==> src/rtl/instr_encoder.sv <==
// RV32I instruction encoder: encode register feeding a DEPTH-entry FIFO with a registered head.
// Optional macro ENC_RANGE_CHECK_EN flags immediates that do not fit their instruction field.
module instr_encoder #(
  parameter logic [31:0] BASE_ADDR = 32'h0000_0000,
  parameter int unsigned DEPTH     = 4
) (
  input  logic        clk,
  input  logic        reset,
  input  logic        in_valid,
  output logic        in_ready,
  input  logic [3:0]  in_kind,
  input  logic [2:0]  in_func3,
  input  logic        in_alt,
  input  logic [4:0]  in_rd,
  input  logic [4:0]  in_rs1,
  input  logic [4:0]  in_rs2,
  input  logic [31:0] in_imm,
  output logic        out_valid,
  input  logic        out_ready,
  output logic [31:0] out_instr,
  output logic [31:0] out_addr,
  output logic        enc_err,
  output logic [15:0] enc_count
);

  localparam int unsigned PTR_W = $clog2(DEPTH);
  localparam int unsigned CNT_W = PTR_W + 1;
  localparam int unsigned OCC_W = CNT_W + 1;

  localparam logic [3:0] KIND_R      = 4'd0;
  localparam logic [3:0] KIND_IALU   = 4'd1;
  localparam logic [3:0] KIND_LOAD   = 4'd2;
  localparam logic [3:0] KIND_STORE  = 4'd3;
  localparam logic [3:0] KIND_BRANCH = 4'd4;
  localparam logic [3:0] KIND_JAL    = 4'd5;
  localparam logic [3:0] KIND_JALR   = 4'd6;
  localparam logic [3:0] KIND_LUI    = 4'd7;
  localparam logic [3:0] KIND_AUIPC  = 4'd8;

  localparam logic [31:0] NOP_WORD = 32'h0000_0013;

  logic        in_ready_q, in_ready_d;
  logic        enc_valid_q, enc_valid_d;
  logic [31:0] enc_instr_q, enc_instr_d;
  logic [31:0] mem_q [DEPTH];
  logic [PTR_W-1:0] wr_ptr_q, wr_ptr_d;
  logic [PTR_W-1:0] rd_ptr_q, rd_ptr_d;
  logic [CNT_W-1:0] mem_cnt_q, mem_cnt_d;
  logic        out_valid_q, out_valid_d;
  logic [31:0] out_instr_q, out_instr_d;
  logic [31:0] out_addr_q, out_addr_d;
  logic        enc_err_q, enc_err_d;
  logic [15:0] enc_count_q, enc_count_d;

  logic [31:0] enc_word;
  logic        kind_bad;
  logic        range_bad;
  logic        is_shift;
  logic        accept, pop, push, head_load;

  assign is_shift = (in_func3 == 3'd1) || (in_func3 == 3'd5);

  // Field packing for each instruction format; illegal kinds become a NOP.
  always_comb begin
    enc_word = NOP_WORD;
    kind_bad = 1'b0;
    case (in_kind)
      KIND_R:      enc_word = {1'b0, in_alt, 5'b0, in_rs2, in_rs1, in_func3, in_rd, 7'h33};
      KIND_IALU:   enc_word = is_shift ?
                              {1'b0, in_alt, 5'b0, in_imm[4:0], in_rs1, in_func3, in_rd, 7'h13} :
                              {in_imm[11:0], in_rs1, in_func3, in_rd, 7'h13};
      KIND_LOAD:   enc_word = {in_imm[11:0], in_rs1, in_func3, in_rd, 7'h03};
      KIND_STORE:  enc_word = {in_imm[11:5], in_rs2, in_rs1, in_func3, in_imm[4:0], 7'h23};
      KIND_BRANCH: enc_word = {in_imm[12], in_imm[10:5], in_rs2, in_rs1, in_func3,
                               in_imm[4:1], in_imm[11], 7'h63};
      KIND_JAL:    enc_word = {in_imm[20], in_imm[10:1], in_imm[11], in_imm[19:12], in_rd, 7'h6F};
      KIND_JALR:   enc_word = {in_imm[11:0], in_rs1, 3'b000, in_rd, 7'h67};
      KIND_LUI:    enc_word = {in_imm[31:12], in_rd, 7'h37};
      KIND_AUIPC:  enc_word = {in_imm[31:12], in_rd, 7'h17};
      default:     kind_bad = 1'b1;
    endcase
  end

`ifdef ENC_RANGE_CHECK_EN
  logic fit12, fit13, fit21;

  // Immediate representability per format; the truncated word is still emitted.
  always_comb begin
    fit12     = (in_imm[31:11] == '0) || (in_imm[31:11] == '1);
    fit13     = (in_imm[31:12] == '0) || (in_imm[31:12] == '1);
    fit21     = (in_imm[31:20] == '0) || (in_imm[31:20] == '1);
    range_bad = 1'b0;
    case (in_kind)
      KIND_IALU:   range_bad = is_shift ? (in_imm[31:5] != '0) : !fit12;
      KIND_LOAD,
      KIND_STORE,
      KIND_JALR:   range_bad = !fit12;
      KIND_BRANCH: range_bad = !fit13 || in_imm[0];
      KIND_JAL:    range_bad = !fit21 || in_imm[0];
      KIND_LUI,
      KIND_AUIPC:  range_bad = (in_imm[11:0] != '0);
      default:     range_bad = 1'b0;
    endcase
  end
`else
  assign range_bad = 1'b0;
`endif

  // Pipe control: pushes always land in the FIFO body, the head reloads from it.
  always_comb begin
    accept    = in_valid && in_ready_q;
    pop       = out_valid_q && out_ready;
    push      = enc_valid_q;
    head_load = (mem_cnt_q != '0) && (!out_valid_q || pop);

    enc_valid_d = accept;
    enc_instr_d = accept ? enc_word : enc_instr_q;

    wr_ptr_d  = push ? wr_ptr_q + PTR_W'(1) : wr_ptr_q;
    rd_ptr_d  = head_load ? rd_ptr_q + PTR_W'(1) : rd_ptr_q;
    mem_cnt_d = mem_cnt_q + CNT_W'(push) - CNT_W'(head_load);

    out_valid_d = head_load ? 1'b1 : (pop ? 1'b0 : out_valid_q);
    out_instr_d = head_load ? mem_q[rd_ptr_q] : out_instr_q;
    out_addr_d  = pop ? out_addr_q + 32'd4 : out_addr_q;
    enc_count_d = pop ? enc_count_q + 16'd1 : enc_count_q;

    enc_err_d  = enc_err_q | (accept & (kind_bad | range_bad));
    in_ready_d = (OCC_W'(mem_cnt_d) + OCC_W'(out_valid_d) + OCC_W'(enc_valid_d)) < OCC_W'(DEPTH);
  end

  always_ff @(posedge clk or posedge reset) begin
    if (reset) begin
      in_ready_q  <= 1'b0;
      enc_valid_q <= 1'b0;
      enc_instr_q <= '0;
      wr_ptr_q    <= '0;
      rd_ptr_q    <= '0;
      mem_cnt_q   <= '0;
      out_valid_q <= 1'b0;
      out_instr_q <= '0;
      out_addr_q  <= BASE_ADDR;
      enc_err_q   <= 1'b0;
      enc_count_q <= '0;
    end else begin
      in_ready_q  <= in_ready_d;
      enc_valid_q <= enc_valid_d;
      enc_instr_q <= enc_instr_d;
      wr_ptr_q    <= wr_ptr_d;
      rd_ptr_q    <= rd_ptr_d;
      mem_cnt_q   <= mem_cnt_d;
      out_valid_q <= out_valid_d;
      out_instr_q <= out_instr_d;
      out_addr_q  <= out_addr_d;
      enc_err_q   <= enc_err_d;
      enc_count_q <= enc_count_d;
    end
  end

  // FIFO body storage needs no reset; occupancy is tracked by mem_cnt_q.
  always_ff @(posedge clk) begin
    if (push) mem_q[wr_ptr_q] <= enc_instr_q;
  end

  assign in_ready  = in_ready_q;
  assign out_valid = out_valid_q;
  assign out_instr = out_instr_q;
  assign out_addr  = out_addr_q;
  assign enc_err   = enc_err_q;
  assign enc_count = enc_count_q;

endmodule

==> config.mk <==
export PLATFORM = sky130hd
export DESIGN_NAME = instr_encoder
export DESIGN_NICKNAME = d
export VERILOG_FILES = /design/src/rtl/instr_encoder.sv
export SDC_FILE = /design/constraint.sdc
export NUM_CORES = 1
export LEC_CHECK = 0
export ABC_AREA = 1
export BUFFER_PORTS_ARGS = -buffer_cell sky130_fd_sc_hd__buf_2
export CAP_MARGIN = 10
export CORE_UTILIZATION = 35
export CTS_CLUSTER_DIAMETER = 60
export DETAILED_ROUTE_END_ITERATION = 8
export MAX_ROUTING_LAYER = met4
export PLACE_DENSITY_LB_ADDON = 0.25
export SYNTH_ARGS = -nofsm -noshare
export SYNTH_HDL_FRONTEND = slang
export SYNTH_SLANG_ARGS = --single-unit
==> constraint.sdc <==
create_clock -name clk -period 7.9 [get_ports clk]
set_input_delay 1.58 -clock clk [delete_from_list [all_inputs] [get_ports clk]]
set_output_delay 1.58 -clock clk [all_outputs]
set_load 0.02 [all_outputs]
==> flow_summary.ini, run 1 <==
[min_path]
min_path_type = reg2reg

[global_route]
via_count_of_the_first_global_routing_pass = 7003
groute.usage.overall_pct = 16.1
grt_max_degree = 81
grt_first_pass_wirelength_mm = 38.1
grt_remaining_overflow = 0
antenna_violations_before_repair = 0

[floorplanning]
x_dimension_of_the_die_microns = 175
die-height_microns = 175
dieArea_sq_um = 30600
core_area_sq_um = 29100
initial_core_util_pct = 36.0
std_cell_rows = 62
floorplan.io_pins = 142

[placement]
final_replace_weighted_congestion = 0.855
place.detailed.instances = 1545
hpwlAfterDp_mm = 15.5
port_buffers = 139

[synth]
post_synthesis_instance_area_sq_um = 10500
synth.top_cells.by_count = 255 x nand2_1, 205 x nor2_1, 124 x edfxtp_1
yosys.area.top_type_share_pct = 35.5
synth-seq-area-share_pct = 63.9
yosys.cell_types.count = 34
post_synth_main_area_contributors = edfxtp_1 36%, dfrtp_1 28%, nand2_1 9.1%, nor2_1 7.3%, o21ai_0 3.2%
synthMostInstantiatedCell = nand2_1
synthesis.area_per_instance_sq_um = 9.98
synth.yosys.warnings = 0
synth_flop_cell = edfxtp_1
synth-seq-cells = 243
netlist.top_cell.by_area = edfxtp_1
synth-async-reset-ratio_pct = 49.0
synth_enable_flop_cells = 124
syn_inst = 1050

[timing]
timing.final.max_slew_violations = 0
grt_setup_unrepaired = no
slew_headroom_pct = 24.3
setup_tns_ns = 0
timing.final.crit_period_ns = 3.64
clock_skew_ns = 0.0162
transition_time_at_the_pin_with_the_least_slew_margin_ns = 1.13
setup_viol = 0
post-route-period-util_pct = 46.1
timing.fmax_mhz = 274
finalHoldViolations = 0

[flow_run]
maxCapViolCount = 0

[routing]
vias_per_cell = 4.65
finalWirelength_mm = 23.8
detailroute.via_count = 7412
route.antenna.remaining_nets = 0
dr.first_iter.drc_count = 432
drc = 0
dr.pass1.iters = 4
avgRoutedWirePerCell_microns = 15.0

[clock_tree]
cts_setup_buffers = 0
numCtsBuffers = 26
cts_hold_repair.buffers = 0
max-clock-path-buffers = 3
worst_skew_pair.late_latency_ns = 0.52
cts.sinks = 243
cts_root_buf = clkbuf_16
cts_tree = yes
post_cts_resize_count = 0
cts_max_level = 1
clock_pin_slew_on_the_worst_setup_and_hold_paths_ns = 0.06

[critical_path]
worst_case_register_to_register_setup_slack_ns = 5.02
critPathRequiredTime_ns = 8.29
arrival_ns = 4.04
cp-end-kind = flip-flop
path_max_fanout = 64
critPathKind = in2reg
setup_crit_start_kind = primary input

[pwr]
power-per-cell-area_nw_per_um2 = 344
max-vdd-ir-drop_uv = 170
cellLeakagePower_nw = 5.44

[cells_and_area]
diodes = 0
finish.utilization_pct = 42.5
synthesis_to_layout_area_growth_pct = 17.8
fin_cells = 1593
fillerInstances = 2855
layout-drive-gt1-share_pct = 18.3
nNetsFinal = 1258

[status]
outcome = finished, final reports clean
## cell type report
cell class,count,area [sq um],area share [%]
inverter,68,258,2.09
tap,384,480,3.89
sequential,243,6700,54.3
multi-input combinational,703,3350,27.1
clock inverter,16,121,0.983
clock buffer,32,683,5.53
timing repair buffer,147,756,6.12
## cell families after synthesis
kind of cell    after synthesis  synth area share, %
compound gates              112                 5.85
xor+xnor                     36                 3.01
fa+ha+maj                    10                 1.27
buf+inv                     105                 4.17
flops                       243                 63.9
other cells                   1               0.0358
simple gates                543                 21.8
## path summary, 6_finish.rpt
path	from	endpoint	cells after the start
hold reg to reg	enc_count[15]	enc_count[15]	1
hold / removal	enc_count[15]	enc_count[15]	1
min in group asynchronous	reset	enc_count[14]	2
setup reg to reg	out_valid	in_ready	10
setup / recovery	out_ready	in_ready	12
max in group asynchronous	reset	rd_ptr_q[0]	3
## routing by layer
metal / up-vias / wire length, microns / track usage [%]
li1: 3727 / - / -
met1: 3494 / 11800 / 23.5
met2: 169 / 10800 / 24.4
met3: 22 / 1000 / 1.59
met4: 0 / 281 / 3.48
met5: - / 0 / -
## worst max-delay path: stages
cell	delay (ns)
buf_2	0.12
inv_1	0.05
nand2_1	0.07
nand2_1	0.08
inv_2	0.82
ha_1	0.24
inv_1	0.04
ha_1	0.19
fa_1	0.39
xnor2_1	0.19
xor2_1	0.22
a21oi_1	0.06
## cells in the final DEF (no fill, tap or decap), types with 26 or more instances in the layout
cell,n
nand2_1,255
nor2_1,205
buf_2,139
edfxtp_1,124
dfrtp_1,118
o21ai_0,68
inv_1,60
nand3_1,40
a31oi_1,32
clkbuf_16,26
## per-stage QoR
step                      cell area (sq um)  hold slack, ns  total power [mW]  setup slack [ns]
after detailed placement              11500           0.463              3.17              3.68
final                                 12400           0.476              4.25              4.26
after global placement                11500           0.460              3.14              3.78
after global routing                  12400           0.504              4.52              4.02
after CTS                             12400           0.477              4.31              4.22
after floorplan                       10500           0.457              2.74              3.16
## sequential cells by signal, summed over array words and instances, names as in the netlist
signal / count
enc_count: 16
enc_err: 1
enc_instr_q: 31
enc_valid_q: 1
in_ready: 1
mem_cnt_q: 3
mem_q: 124
out_addr: 30
out_instr: 31
out_valid: 1
rd_ptr_q: 2
wr_ptr_q: 2
## where the power goes
group	leakage [nW]	internal, mW	total, mW	switching, mW
Sequential	2.59	1.72	1.96	0.240
Clock	0.393	0.649	1.13	0.483
Combinational	2.46	0.377	1.16	0.779
Note: power is estimated with default switching activity, not from simulation.
==> inputs of run 2 (changes only) <==
==> constraint.sdc (replaced) <==
create_clock -name clk -period 3.05 [get_ports clk]
set_input_delay 0.61 -clock clk [delete_from_list [all_inputs] [get_ports clk]]
set_output_delay 0.61 -clock clk [all_outputs]
set_load 0.02 [all_outputs]
==> run 2 against run 1 <==
Net effect:
- clock skew is 0.0019 ns lower
- via count is 0.11% higher
- die area stayed put
- setup slack worse by 3.4 ns
- critical endpoint unchanged
- largest cell class unchanged
- highest routed layer unchanged
==> flow_summary.ini, run 2 (same netlist as run 1, synthesis figures left out) <==
[routing]
dr.pass1.iters = 7
detailroute.via_count = 7420
finalWirelength_mm = 24.3
vias_per_cell = 4.63
dr.first_iter.drc_count = 409
drc = 0
route.antenna.remaining_nets = 0
avgRoutedWirePerCell_microns = 15.1

[global_route]
grt_remaining_overflow = 0
via_count_of_the_first_global_routing_pass = 7234
grt_max_degree = 64
grt_first_pass_wirelength_mm = 39.4
antenna_violations_before_repair = 0
groute.usage.overall_pct = 16.7

[pwr]
switching_share_pct = 33.2
seqPwrFrac_pct = 42.0
power_frac_comb_pct = 25.4
power_report.internal_total_mw = 8.04
clockPowerShare_pct = 32.6
power.switching_mw = 4.00
max-vdd-ir-drop_uv = 449
power-per-cell-area_nw_per_um2 = 945
cellLeakagePower_nw = 5.63

[clock_tree]
cts_hold_repair.buffers = 0
worst_skew_pair.late_latency_ns = 0.53
cts_tree = yes
cts.sinks = 243
cts_setup_buffers = 0
cts_max_level = 1
post_cts_resize_count = 0
numCtsBuffers = 28
clock_pin_slew_on_the_worst_setup_and_hold_paths_ns = 0.06
cts_root_buf = clkbuf_16
max-clock-path-buffers = 3

[floorplanning]
core_area_sq_um = 29100
x_dimension_of_the_die_microns = 175
die-height_microns = 175
std_cell_rows = 62
floorplan.io_pins = 142
initial_core_util_pct = 36.0
dieArea_sq_um = 30600

[critical_path]
setup_crit_start_kind = flip-flop
path_max_fanout = 3
cp-end-kind = flip-flop
arrival_ns = 2.59
critPathRequiredTime_ns = 3.46
critPathKind = reg2reg

[status]
outcome = finished, final reports clean

[cells_and_area]
diodes = 0
synthesis_to_layout_area_growth_pct = 21.5
largest_reg_flops = 124
layout.cells.most_common = nand2_1
mostFrequentLayoutCells = 255 x nand2_1, 205 x nor2_1, 139 x buf_2
fillerInstances = 2801
top_register = mem_q
layout-drive-gt1-share_pct = 19.2
nNetsFinal = 1266

[timing]
worst_hold_slack_ns = 0.179
setup_tns_ns = 0
finalHoldViolations = 0
setup_viol = 0
timing.fmax_mhz = 458
clock_skew_ns = 0.0143
slew_headroom_pct = 33.6
timing.final.crit_period_ns = 2.18
post-route-period-util_pct = 71.6
timing.final.max_slew_violations = 0
transition_time_at_the_pin_with_the_least_slew_margin_ns = 0.994
grt_setup_unrepaired = no

[min_path]
min_path_type = in2async

[placement]
hpwlAfterDp_mm = 15.8
port_buffers = 139
final_replace_weighted_congestion = 0.864

[flow_run]
maxCapViolCount = 0
## run 2: power groups by stage
stage	logic (mW)	clock network (mW)	registers, mW
CTS	3.12	4.01	5.07
finish	3.05	3.92	5.06
detailed placement	3.10	0	5.13
global placement	3.03	0	5.11
global route	3.46	4.14	5.16
floorplan	1.81	0	5.29
## run 2: final cells by class
type	instances	area [sq um]	area share, %
tap	384	480	3.77
sequential	243	6700	52.6
clock inverter	22	380	2.99
timing repair buffer	153	838	6.58
clock buffer	30	729	5.73
multi-input combinational	703	3350	26.3
inverter	68	259	2.03
## run 2: worst max-delay path, stage by stage, from the launching register on
cell,delay (ns)
dfrtp_1,0.39
inv_1,0.12
nand3_1,0.08
nand2_1,0.09
inv_2,0.04
ha_1,0.26
inv_1,0.04
ha_1,0.19
fa_1,0.38
xnor2_1,0.19
xor2_1,0.20
a21oi_1,0.07
## run 2: through the flow
step	std cells	cell area, sq um	power [mW]	worst slack, ns	utilization [%]
3_3_place_gp	1551	11600	8.15	0.662	40.0
4_1_cts	1603	12700	12.2	0.857	43.8
3_5_place_dp	1551	11600	8.22	0.619	40.0
6_report	1603	12700	12.0	0.867	43.8
5_1_grt	1603	12700	12.8	0.663	43.8
2_1_floorplan	1051	10500	7.10	0.666	-
## run 2: metal layers
| layer | global-route usage [%] | share of wire [%] |
|---|---|---|
| met1 | 23.9 | 50 |
| met4 | 4.53 | 1.8 |
| met2 | 25.2 | 45 |
| met3 | 1.78 | 3.9 |
| met5 | - | 0 |
## run 2: worst paths after layout
kind	start	to	slack, ns	cells past startpoint
max	mem_cnt_q[1]	in_ready	0.87	11
min	reset	enc_count[12]	0.18	2
max reg2reg	mem_cnt_q[1]	in_ready	0.87	11
min reg2reg	enc_count[15]	enc_count[15]	0.47	1
max in group asynchronous	reset	enc_instr_q[31]	2.16	3
min in group clk	in_rs1[0]	enc_instr_q[15]	0.36	5
==> inputs of run 3 (changes only) <==
--- a/config.mk
+++ b/config.mk
@@ -5,7 +5,7 @@
 export SDC_FILE = /design/constraint.sdc
 export NUM_CORES = 1
 export LEC_CHECK = 0
-export ABC_AREA = 1
+export ABC_AREA = 0
 export BUFFER_PORTS_ARGS = -buffer_cell sky130_fd_sc_hd__buf_2
 export CAP_MARGIN = 10
 export CORE_UTILIZATION = 35
==> constraint.sdc (replaced) <==
create_clock -name clk -period 1.92 [get_ports clk]
set_input_delay 0.384 -clock clk [delete_from_list [all_inputs] [get_ports clk]]
set_output_delay 0.384 -clock clk [all_outputs]
set_load 0.02 [all_outputs]
==> run 3 against run 2 <==
Net effect:
- the flow now finishes with violations (setup timing)
- sequential power increased by 54%
- setup slack worse by 0.92 ns
- flip-flop and latch count stayed put
- core utilization is 1.0 points higher
- combinational power grew 63%
- hold slack got worse by 0.10 ns
- cell count fell by 21%
- critical path depth is 2 lower
- clock skew rose by 0.0068 ns
- count of clock-buffer cells in the layout grew 1
- final area fell by 1.4%
- critical path type unchanged
==> flow_summary.ini, run 3 <==
[clock_tree]
clock_pin_slew_on_the_worst_setup_and_hold_paths_ns = 0.06
max-clock-path-buffers = 3
cts_tree = yes
numCtsBuffers = 27
worst_skew_pair.late_latency_ns = 0.54
cts_setup_buffers = 0
cts_root_buf = clkbuf_16
cts_max_level = 1
cts.sinks = 243

[global_route]
grt_max_degree = 69
groute.usage.overall_pct = 15.6
grt_remaining_overflow = 0
via_count_of_the_first_global_routing_pass = 6092
grt_first_pass_wirelength_mm = 34.4
antenna_violations_before_repair = 0

[placement]
detailed_place.area_sq_um = 11600
final_replace_weighted_congestion = 0.817
port_buffers = 139
hpwlAfterDp_mm = 14.4
placement.setup.worst_slack_ns = -0.157

[timing]
setup_tns_ns = -0.0575
finalHoldViolations = 0
timing.final.max_slew_violations = 0
timing.final.crit_period_ns = 1.98
setup_viol = 1
timing.fmax_mhz = 506
final_ws_setup_ns = -0.0575
transition_time_at_the_pin_with_the_least_slew_margin_ns = 0.567
clock_skew_ns = 0.0211
post-route-period-util_pct = 103
grt_setup_unrepaired = yes
slew_headroom_pct = 62.2

[critical_path]
arrival_ns = 2.38
critPathRequiredTime_ns = 2.33
critPathKind = reg2reg
setup_crit_start_kind = flip-flop
path_max_fanout = 2
cp-end-kind = flip-flop

[routing]
drc = 0
route.antenna.remaining_nets = 0
finalWirelength_mm = 21.8
avgRoutedWirePerCell_microns = 17.3
dr.pass1.iters = 4
vias_per_cell = 4.97
detailroute.via_count = 6278
dr.first_iter.drc_count = 454

[synth]
netlist.top_cell.by_area = edfxtp_1
synth.top_cells.by_count = 124 x edfxtp_1, 119 x dfrtp_1, 48 x nand2_1
synth-async-reset-ratio_pct = 49.0
synth_flop_cell = edfxtp_1
synth_enable_flop_cells = 124
yosys.area.top_type_share_pct = 37.1
synth-seq-cells = 243
synthesis.area_per_instance_sq_um = 14.9
post_synth_main_area_contributors = edfxtp_1 37%, dfrtp_1 30%, mux4_2 7.0%, xnor2_1 3.6%, mux2_2 3.5%
syn_inst = 672
synth.yosys.warnings = 0
yosys.cell_types.count = 55
post_synthesis_instance_area_sq_um = 10000
synthMostInstantiatedCell = edfxtp_1
synth-seq-area-share_pct = 66.8

[cells_and_area]
cell_area_after_layout_sq_um = 12600
layout-drive-gt1-share_pct = 36.8
diodes = 0
fillerInstances = 2537
synthesis_to_layout_area_growth_pct = 25.1
largest_reg_flops = 124
nNetsFinal = 933
top_register = mem_q
mostFrequentLayoutCells = 139 x buf_2, 124 x edfxtp_1, 115 x dfrtp_1
finish.utilization_pct = 44.8
layout.cells.most_common = buf_2

[floorplanning]
dieArea_sq_um = 29300
core_area_sq_um = 28000
initial_core_util_pct = 35.8
floorplan.io_pins = 142
x_dimension_of_the_die_microns = 171
die-height_microns = 171
std_cell_rows = 61

[pwr]
max-vdd-ir-drop_uv = 636
cellLeakagePower_nw = 5.11
power-per-cell-area_nw_per_um2 = 1420
power.total_mw = 17.9

[status]
violations = setup timing
outcome = complete, but fails checks

[flow_run]
maxCapViolCount = 0

[min_path]
min_path_type = in2reg
run 3: cell count changes in the layout (fill, tap and decap cells not counted), sizes merged, moves of 16 or more:
cell / previous run / this run
xnor2: 15 / 41
o21ai: 74 / 25
a21oi: 3 / 19
nand3: 45 / 19
buf: 153 / 196
a22oi: 0 / 19
nor2: 215 / 18
mux4: 0 / 31
a31oi: 32 / 6
nand2: 262 / 49
mux2: 0 / 31
inv: 68 / 21
run 3: final cells by class:
type | count | area, sq um | share of cell area, %
Timing Repair Buffer | 197 | 1210 | 9.63
Inverter | 18 | 71.3 | 0.568
Multi-Input combinational cell | 377 | 3210 | 25.6
Clock inverter | 19 | 194 | 1.54
Sequential cell | 243 | 6710 | 53.4
Tap cell | 378 | 473 | 3.77
Clock buffer | 31 | 691 | 5.50
run 3: through the flow:
step           hold WS [ns]  instances
6_report             0.0794       1263
5_1_grt              0.0670       1263
4_1_cts              0.0548       1263
3_5_place_dp          0.279       1212
3_3_place_gp          0.276       1212
2_1_floorplan         0.468        673
run 3: cell families after synthesis:
family,Yosys count,share of synthesized area [%]
buffers and inverters,53,2.19
flip-flops,243,66.8
multiplexers,66,10.8
other,1,0.0374
AO/OA/AOI/OAI,112,7.49
AND/OR/NAND/NOR,137,6.96
adder cells (fa/ha/maj),10,1.32
XOR/XNOR,50,4.36
run 3: what timing repair did:
action                                  CTS  global route
pin swaps                                 4             4
hold endpoints to repair                 24             0
endpoints found under the setup margin    2            11
hold buffers                              1             0
resized for setup                         1             8
run 3: worst paths after layout:
check	startpoint	endpoint	slack, ns	cells past startpoint
worst max-delay path	mem_cnt_q[0]	in_ready	-0.06	9
worst min-delay path	in_rs2[4]	enc_instr_q[24]	0.08	3
worst max register to register	mem_cnt_q[0]	in_ready	-0.06	9
worst min register to register	enc_count[15]	enc_count[15]	0.46	1
max in group asynchronous	reset	out_instr[16]	1.04	4
min in group asynchronous	reset	out_addr[13]	0.29	3
run 3: critical path: stages, from the launching register on:
cell	delay [ns]
dfrtp_1	0.41
nor3_4	0.24
a21oi_4	0.06
ha_4	0.26
inv_2	0.04
ha_4	0.14
fa_2	0.34
xnor2_2	0.18
xnor2_2	0.15
a21oi_2	0.05
run 3: report_power, final:
group	switching (mW)	total, mW	internal (mW)
sequential	0.808	7.79	6.98
combinational	2.64	4.97	2.33
clock	2.08	5.09	3.01
run 3: metal layers:
layer  track usage, %  wire (microns)  share of wire, %  vias to the layer above
li1                 -               -                 -                     2925
met1             22.1           10400                48                     3154
met2             23.5           10000                46                      176
met3             2.44            1080               5.0                       23
met4             4.04             335               1.5                        0
met5                -               0                 0                        -
